<file path="config.mk">
export PLATFORM = sky130hd
export DESIGN_NAME = display_scan
export DESIGN_NICKNAME = d
export VERILOG_FILES = /design/src/rtl/display_scan.sv
export SDC_FILE = /design/constraint.sdc
export NUM_CORES = 1
export LEC_CHECK = 0
export ABC_AREA = 1
export BUFFER_PORTS_ARGS = -buffer_cell sky130_fd_sc_hd__buf_2
export CAP_MARGIN = 10
export CELL_PAD_IN_SITES_DETAIL_PLACEMENT = 0
export CELL_PAD_IN_SITES_GLOBAL_PLACEMENT = 1
export CORE_MARGIN = 2
export CORE_UTILIZATION = 42
export DETAILED_ROUTE_END_ITERATION = 6
export PLACE_DENSITY = 0.85
export REMOVE_ABC_BUFFERS = 1
export SETUP_SLACK_MARGIN = 0.1
export SYNTH_ARGS = -nofsm -noshare
export SYNTH_HDL_FRONTEND = slang
export SYNTH_SLANG_ARGS = --single-unit
</file>
<file path="constraint.sdc">
create_clock -name clk_in -period 3.5 [get_ports clk_in]
set_input_delay 0.525 -clock clk_in [delete_from_list [all_inputs] [get_ports clk_in]]
set_output_delay 0.525 -clock clk_in [all_outputs]
set_load 0.02 [all_outputs]
</file>
<file path="src/rtl/display_scan.sv">
// Time-multiplexed seven-segment scanner for an N-digit common-anode display.
// Steps on rising edges of a divided tick sampled in the clk_in domain, with an optional dark gap.
module display_scan #(
    parameter int N_DIGITS     = 8,
    parameter int BLANK_CYCLES = 4
) (
    input  logic                  clk_in,
    input  logic                  reset,
    input  logic                  tick_in,
    input  logic [4*N_DIGITS-1:0] value,
    input  logic [N_DIGITS-1:0]   dp_mask,
    input  logic [N_DIGITS-1:0]   blank_mask,
    output logic [N_DIGITS-1:0]   an,
    output logic [6:0]            seg,
    output logic                  dp
);

    localparam int IW      = $clog2(N_DIGITS);
    localparam int CW      = (BLANK_CYCLES > 0) ? $clog2(BLANK_CYCLES + 1) : 1;
    localparam int GAP_INT = (BLANK_CYCLES > 0) ? BLANK_CYCLES - 1 : 0;
    localparam logic [IW-1:0] LAST_IDX = IW'(N_DIGITS - 1);
    localparam logic [CW-1:0] GAP_LOAD = CW'(GAP_INT);

    typedef enum logic [1:0] {
        IDLE  = 2'd0,
        BLANK = 2'd1,
        SHOW  = 2'd2
    } state_t;

    // With no gap configured a step lands straight in SHOW.
    localparam state_t STEP_STATE = (BLANK_CYCLES > 0) ? BLANK : SHOW;

    function automatic logic [6:0] hex_to_seg(input logic [3:0] nib);
        case (nib)
            4'h0: hex_to_seg = 7'b1000000;
            4'h1: hex_to_seg = 7'b1111001;
            4'h2: hex_to_seg = 7'b0100100;
            4'h3: hex_to_seg = 7'b0110000;
            4'h4: hex_to_seg = 7'b0011001;
            4'h5: hex_to_seg = 7'b0010010;
            4'h6: hex_to_seg = 7'b0000010;
            4'h7: hex_to_seg = 7'b1111000;
            4'h8: hex_to_seg = 7'b0000000;
            4'h9: hex_to_seg = 7'b0010000;
            4'hA: hex_to_seg = 7'b0001000;
            4'hB: hex_to_seg = 7'b0000011;
            4'hC: hex_to_seg = 7'b1000110;
            4'hD: hex_to_seg = 7'b0100001;
            4'hE: hex_to_seg = 7'b0000110;
            4'hF: hex_to_seg = 7'b0001110;
            default: hex_to_seg = 7'b1111111;
        endcase
    endfunction

    state_t                state_r, state_s;
    logic                  tick_q_r;
    logic                  step_s, advance_s;
    logic [IW-1:0]         idx_r, idx_s, next_idx_s;
    logic [CW-1:0]         cnt_r, cnt_s;
    logic [4*N_DIGITS-1:0] value_snap_r, value_snap_s;
    logic [N_DIGITS-1:0]   dp_snap_r, dp_snap_s;
    logic [N_DIGITS-1:0]   blank_snap_r, blank_snap_s;
    logic [N_DIGITS-1:0]   an_r, an_s;
    logic [6:0]            seg_r, seg_s;
    logic                  dp_r, dp_s;

    // Next-state, index/gap counter, snapshot and output-pattern logic.
    always_comb begin
        step_s       = tick_in & ~tick_q_r;
        state_s      = state_r;
        idx_s        = idx_r;
        cnt_s        = cnt_r;
        value_snap_s = value_snap_r;
        dp_snap_s    = dp_snap_r;
        blank_snap_s = blank_snap_r;
        advance_s    = 1'b0;
        seg_s        = seg_r;
        dp_s         = dp_r;
        an_s         = {N_DIGITS{1'b1}};

        if (idx_r == LAST_IDX) begin
            next_idx_s = {IW{1'b0}};
        end else begin
            next_idx_s = idx_r + IW'(1);
        end

        case (state_r)
            IDLE: begin
                if (step_s) begin
                    idx_s     = {IW{1'b0}};
                    advance_s = 1'b1;
                end else begin
                    state_s = IDLE;
                end
            end
            BLANK: begin
                if (step_s) begin
                    idx_s     = next_idx_s;
                    advance_s = 1'b1;
                end else if (cnt_r == {CW{1'b0}}) begin
                    state_s = SHOW;
                end else begin
                    cnt_s = cnt_r - CW'(1);
                end
            end
            SHOW: begin
                if (step_s) begin
                    idx_s     = next_idx_s;
                    advance_s = 1'b1;
                end else begin
                    state_s = SHOW;
                end
            end
            default: begin
                state_s = IDLE;
                idx_s   = {IW{1'b0}};
            end
        endcase

        // A frame only takes fresh inputs when it restarts at digit 0, so it never tears.
        if (advance_s) begin
            state_s = STEP_STATE;
            cnt_s   = GAP_LOAD;
            if (idx_s == {IW{1'b0}}) begin
                value_snap_s = value;
                dp_snap_s    = dp_mask;
                blank_snap_s = blank_mask;
            end else begin
                value_snap_s = value_snap_r;
            end
            if (blank_snap_s[idx_s]) begin
                seg_s = 7'b1111111;
                dp_s  = 1'b1;
            end else begin
                seg_s = hex_to_seg(value_snap_s[{idx_s, 2'b00} +: 4]);
                dp_s  = ~dp_snap_s[idx_s];
            end
        end else begin
            seg_s = seg_r;
        end

        if ((state_s == SHOW) && !blank_snap_s[idx_s]) begin
            an_s[idx_s] = 1'b0;
        end else begin
            an_s = {N_DIGITS{1'b1}};
        end
    end

    // State, snapshot and registered output update.
    always_ff @(posedge clk_in or negedge reset) begin
        if (!reset) begin
            state_r      <= IDLE;
            tick_q_r     <= 1'b0;
            idx_r        <= {IW{1'b0}};
            cnt_r        <= {CW{1'b0}};
            value_snap_r <= {(4*N_DIGITS){1'b0}};
            dp_snap_r    <= {N_DIGITS{1'b0}};
            blank_snap_r <= {N_DIGITS{1'b0}};
            an_r         <= {N_DIGITS{1'b1}};
            seg_r        <= 7'b1111111;
            dp_r         <= 1'b1;
        end else begin
            state_r      <= state_s;
            tick_q_r     <= tick_in;
            idx_r        <= idx_s;
            cnt_r        <= cnt_s;
            value_snap_r <= value_snap_s;
            dp_snap_r    <= dp_snap_s;
            blank_snap_r <= blank_snap_s;
            an_r         <= an_s;
            seg_r        <= seg_s;
            dp_r         <= dp_s;
        end
    end

    assign an  = an_r;
    assign seg = seg_r;
    assign dp  = dp_r;

endmodule

</file>
==> run metrics, run 1 <==
crit path launch state_r[0]; # DRC 0; switching power 1.28 mW; Worst-Margin Slew 0.847 ns; Post-CTS Hold Buffers 0; worst-path cell chain inv_1, ha_1, inv_1, nand2_1, nand3_1, nand2_1, nand2_4, inv_4, nor2_4, nand2_2, buf_6, o21ai_2, nand2_1, nand3_2, nor3_4, nand2_1; relative slew slack 43.5%; Synth Flop Type dfrtp_1; M3 GR Usage 3.22%; WP data required 3.75 ns; Register Area 0.00172 mm2; vias 2940; crit start category flip-flop; gr busiest metal met2; Iteration-0 DRC Markers 189; Clk pin slew, worst setup/hold paths 0.08 ns; final instance area 0.00443 mm2; max-slew violation count 0; GR met2 Demand/Resource 29.7%; layout cells sized above 1 37.8%; Final period util 88.2%; H-tree depth 3; placed wire-length estimate 6450 um; CP max stage delay 0.44 ns; WP data arrival 3.34 ns; internal power 2.22 mW; Clk pwr share 24.6%; Routability Congestion 0.912; Final ANT Viol Nets 0; leak pwr 2.20 nW; chip height 98.1 um; Area growth syn-to-layout 19.1%; GR Util met1 25.1%; sequential power share 38.0%; Setup CP Type reg -> reg; Post-Syn Area 0.00372 mm2; synth cell count leaders nand2_1, dfrtp_1, inv_1; RSZ-0062 raised after global routing false; Logic pwr share 37.5%; Cell variety after synth 37; Setup crit end kind flip-flop; Initial Util 43.1%; Syn Inst Count 401; Die Span X 98.1 um; area leader, netlist dfrtp_1; non-filler cells, final 587; synth top area cells dfrtp_1, dfstp_2, mux2_2; HP Class in -> async; CTS tree yes; Die ar. 0.00963 mm2; most used cell, CP nand2_1; EDFF count, synth 0; Avg Inst Size Synth 9.28 um2; final setup fails 0; first-pass GRT wire length 14200 um; Seq/Total Area, Yosys 46.3%; GRT Util Overall 18.7%; Max clock buf depth 2; maximum clock frequency 324 MHz; Total Nets Final 539; CTS Buf Count 9; pwr/cell area 790 mW/mm2; outcome complete, no violations; Synthesis Warnings 0; antenna violations before repair 0; FF-to-FF End an[6]; First-pass DRT Iterations 5; CP max FO 29; Ports 67; Yosys top cell area share 35.0%; pin count of the biggest net entering global routing 69; Clock Latency Late Sink 0.35 ns; final worst path period need 3.09 ns; post-CTS setup buffer count 0; Worst IR Drop VDD 0.363 mV; CP max-delay cell dfrtp_1; DR WL/cell 14.3 um; Fill cells 844; net switching share of the total power 36.5%; Core ar. 0.00864 mm2; Hold Fails Final Rpt 0; Fin Clk Skew 0.00816 ns; final wirelength 8410 um; Placed Cells 571; Max Cap Viol 0; Seq cells post-synth 68; vias per inst 5.01; FF-to-FF path depth 16; CTS Sinks 68; reg2reg start state_r[0]; Placed Area 0.00416 mm2; Site Rows 34; Total Neg Setup Slack 0 ns; vias in the first global route 2933; # port buffers 66; # diodes 0; count leader, synth nand2_1; GR Overflow Total 0; Async S/R FF share, synth 100%; root buffer cell clkbuf_8; Multi-input gate area 0.00175 mm2; r2r setup slk 0.41 ns; Pwr Total 3.50 mW
layout make-up:
type,instances,share of cell area (%)
Clock inverter,6,3.11
Timing Repair Buffer,71,8.39
Inverter,49,4.21
Multi-Input combinational cell,275,39.5
Clock buffer,10,2.88
Tap cell,108,3.05
Sequential cell,68,38.9
placed cells by master, fill, tap and decap left out:
master and n:
nand4_1 11, clkbuf_1 1, nor3_4 1, nand4_2 1, nand3_1 26, o21ai_1 6, o211ai_1 2, nor3_1 2
or2_2 6, a21oi_1 16, nand2_4 5, inv_4 1, ha_1 14, o21ai_0 7, clkbuf_8 9, dfstp_2 16
o21ai_2 2, a31oi_1 1, clkinv_4 2, inv_2 6, mux2_2 33, nor2_4 5, nand2_2 6, bufinv_16 4
buf_6 1, mux2i_1 3, nand2_1 81, nor2_1 29, nand3b_1 1, nor2_2 6, o22ai_1 2, inv_1 42
dfrtp_1 52, nand3_4 1, a21oi_2 1, buf_4 4, nand3_2 5, buf_2 66, a21boi_1 1, o2111ai_1 1
stage by stage:
step | setup slack, ns | utilization (%) | hold slack, ns
after CTS | 0.318 | 51.2 | 0.359
after global routing | 0.114 | 51.3 | 0.366
after global placement | 0.409 | 48.1 | 0.459
after detailed placement | 0.345 | 48.1 | 0.467
after floorplan | 0.599 | - | 0.229
final | 0.414 | 51.3 | 0.362
worst max-delay path: cells and delay by family (launching register included):
family                     cells  cell delay (ns)
buffers and inverters          4             0.61
AOI/OAI and AO/OA              1             0.09
adders and majority gates      1             0.32
and+or+nand+nor               10             1.52
DFF                            1             0.44
kinds of logic (layout without fill, tap and decap cells):
family          count (synthesis)  count (layout)  share of synthesized area (%)
mux                            36              36                           10.8
buf+inv                        58             136                           6.76
simple gates                  186             186                           25.5
flops                          68              68                           46.3
fa+ha+maj                      14              14                           4.71
compound gates                 39              39                           5.95
power groups by stage:
stage          Clock [mW]  Sequential, mW  Combinational, mW
2_1_floorplan           0            1.32              0.952
3_3_place_gp            0            1.34               1.28
3_5_place_dp            0            1.34               1.31
4_1_cts             0.871            1.33               1.32
5_1_grt             0.909            1.36               1.48
6_report            0.860            1.33               1.31
registers in the layout, indices dropped and copies added, names as in the netlist:
name	count
value_snap_r	28
an	8
blank_snap_r	8
dp_snap_r	7
seg	7
cnt_r	3
idx_r	3
state_r	2
dp	1
tick_q_r	1
routing by layer:
layer / vias to the layer above / share of wire (%)
met4: 0 / 2.3
li1: 1467 / -
met5: - / 0
met3: 15 / 4.3
met1: 1374 / 45
met2: 84 / 48
worst max-delay path by stage:
stage / to / slack [ns] / depth (start not counted)
after floorplan: an[0] / 0.60 / 14
after global placement: an[6] / 0.41 / 16
after detailed placement: an[6] / 0.35 / 16
after CTS: an[6] / 0.32 / 16
after global routing: an[6] / 0.11 / 16
final: an[6] / 0.41 / 16
what timing repair did:
item	CTS	global route
resized for setup	0	2
endpoints found under the hold margin	0	0
endpoints found under the setup margin	0	11
Power figures use the tool's default switching activity.
==> run 2: changes to the inputs <==
==> config.mk (replaced) <==
export PLATFORM = sky130hd
export DESIGN_NAME = display_scan
export DESIGN_NICKNAME = d
export VERILOG_FILES = /design/src/rtl/display_scan.sv
export SDC_FILE = /design/constraint.sdc
export NUM_CORES = 1
export LEC_CHECK = 0
export ABC_AREA = 0
export BUFFER_PORTS_ARGS = -buffer_cell sky130_fd_sc_hd__buf_2
export CAP_MARGIN = 10
export CELL_PAD_IN_SITES_DETAIL_PLACEMENT = 0
export CELL_PAD_IN_SITES_GLOBAL_PLACEMENT = 1
export CORE_MARGIN = 2
export CORE_UTILIZATION = 43
export DETAILED_ROUTE_END_ITERATION = 6
export PLACE_DENSITY = 0.8
export REMOVE_ABC_BUFFERS = 1
export SETUP_SLACK_MARGIN = 0.1
export SLEW_MARGIN = 5
export SYNTH_ARGS = -nofsm -noshare
export SYNTH_HDL_FRONTEND = slang
export SYNTH_SLANG_ARGS = --single-unit
==> run metrics, run 2 <==
area leader, netlist dfrtp_1; final worst path period need 3.18 ns; Core ar. 0.00809 mm2; max FFs per register 28; Buf/Inv on CP 2; max-slew violation count 0; Iteration-0 DRC Markers 205; Synth Flop Type dfrtp_1; GR met2 Demand/Resource 30.7%; Max Cap Viol 0; CTS tree yes; First-pass DRT Iterations 4; crit start category flip-flop; WP data arrival 3.44 ns; hold slack 0.320 ns; root buffer cell clkbuf_8; Yosys top cell area share 36.8%; Post-Syn Area 0.00354 mm2; first-pass GRT wire length 13800 um; # diodes 0; Final period util 90.8%; Fill cells 770; pwr/cell area 867 mW/mm2; Total Neg Setup Slack 0 ns; most common cell after layout, fill and taps aside buf_2; vias per inst 5.41; final setup fails 0; fin worst setup slack 0.322 ns; Setup CP Type reg -> reg; Setup crit end kind flip-flop; vias in the first global route 2801; gr busiest metal met2; Async S/R FF share, synth 100%; synth top area cells dfrtp_1, mux2_2, dfstp_2; Seq/Total Area, Yosys 48.7%; CTS Buf Count 9; # port buffers 66; HP Class in -> reg; synth cell count leaders dfrtp_1, mux2_2, nand2_1; CTS Sinks 68; Worst IR Drop VDD 0.425 mV; Pwr Total 3.71 mW; Ports 67; GR Overflow Total 0; Initial Util 43.7%; antenna violations before repair 1; layout cells sized above 1 43.7%; M3 GR Usage 5.83%; Clock Latency Late Sink 0.34 ns; RSZ-0062 raised after global routing false; Register Area 0.00172 mm2; Cell variety after synth 56; H-tree depth 3; Multi-input gate area 0.00170 mm2; WP data required 3.77 ns; outcome complete, no violations; EDFF count, synth 0; pin count of the biggest net entering global routing 69; count leader, synth dfrtp_1; most frequent cells in the layout buf_2, dfrtp_1, mux2_2; Final ANT Viol Nets 0; GRT Util Overall 20.1%; Clk pin slew, worst setup/hold paths 0.08 ns; Syn Inst Count 318; Post-Place Setup Slack 0.219 ns; Area growth syn-to-layout 20.9%; Die ar. 0.00897 mm2; Synthesis Warnings 0; maximum clock frequency 315 MHz; CP max-delay cell dfrtp_2; Routability Congestion 0.914; Fin Clk Skew 0.00948 ns; DR WL/cell 16.3 um; Max clock buf depth 2; final wirelength 8280 um; vias 2746; Top reg by flops value_snap_r; # DRC 0; GR Util met1 27.0%; placed wire-length estimate 6170 um; CP max stage delay 0.44 ns; worst-path cell chain inv_1, ha_2, o211ai_1, and2_1, buf_4, mux2i_1, o21ai_1, a221oi_2, and2_0, a21oi_1, o32a_1; Worst-Margin Slew 0.833 ns; critical path's top delay family compound AO/OA/AOI/OAI gates; CP max FO 14; Hold Fails Final Rpt 0; Seq cells post-synth 68; Site Rows 33; Avg Inst Size Synth 11.1 um2; Die Span X 94.7 um; relative slew slack 44.5%; chip height 94.7 um; leak pwr 1.94 nW; Total Nets Final 463
==> run 2: changes by cell type after synthesis, sizes merged, moves of 7 or more <==
cell,before,now
nor2,40,12
mux2i,3,10
a21oi,17,24
nor3,3,12
mux2,33,43
nand2,92,24
inv,49,13
and2,0,7
nand3,32,20
nand4,12,2
==> run 2: metrics by stage <==
stage	instance area [um2]	std cells	util [%]
floorplan	3460	304	-
global placement	4030	488	49.7
detailed placement	4030	488	49.7
CTS	4240	504	52.3
global route	4280	508	52.8
finish	4280	508	52.8
==> run 2: final cells by class <==
class,instances,share of cell area [%]
clock buffers,11,3.54
inverters,13,1.14
well taps,105,3.07
multi-input cells,223,39.8
flip-flops and latches,68,40.3
clock inverters,5,1.40
repair buffers,83,10.7
==> run 2: timing repair <==
| action | in CTS | in global routing |
|---|---|---|
| endpoints found under the setup margin | 0 | 9 |
| hold buffers | 0 | 0 |
| buffers inserted | 0 | 4 |
| gates resized for setup | 0 | 6 |
==> run 2: power by group <==
group	internal, mW	switching (mW)	leakage [nW]	total [mW]
registers	1.16	0.186	0.788	1.34
clock network	0.368	0.309	0.0938	0.676
logic	0.789	0.900	1.06	1.69
total	2.31	1.40	1.94	3.71
==> run 2: cell families after synthesis <==
logic type	count (synthesis)	share of synthesized area, %
xor gates and xnor gates	1	0.248
adders and majority gates	14	4.95
and+or+nand+nor	88	12.5
muxes	53	16.5
DFF	68	48.7
buffers and inverters	27	3.54
AOI/OAI and AO/OA	67	13.5
==> run 2: routing by layer <==
layer	share of wire, %	vias up
met4	2.4	0
met1	44	1331
met5	0	-
met3	5.6	16
li1	-	1321
met2	48	78
==> run 2: final timing paths <==
path,startpoint,to,slack (ns),depth (start not counted)
max in group asynchronous,reset,state_r[0],2.57,2
hold / removal,tick_in,tick_q_r,0.32,1
setup reg to reg,state_r[0],seg[6],0.32,11
min in group asynchronous,reset,cnt_r[1],0.35,2
hold reg to reg,cnt_r[2],cnt_r[2],0.48,2
setup / recovery,state_r[0],seg[6],0.32,11
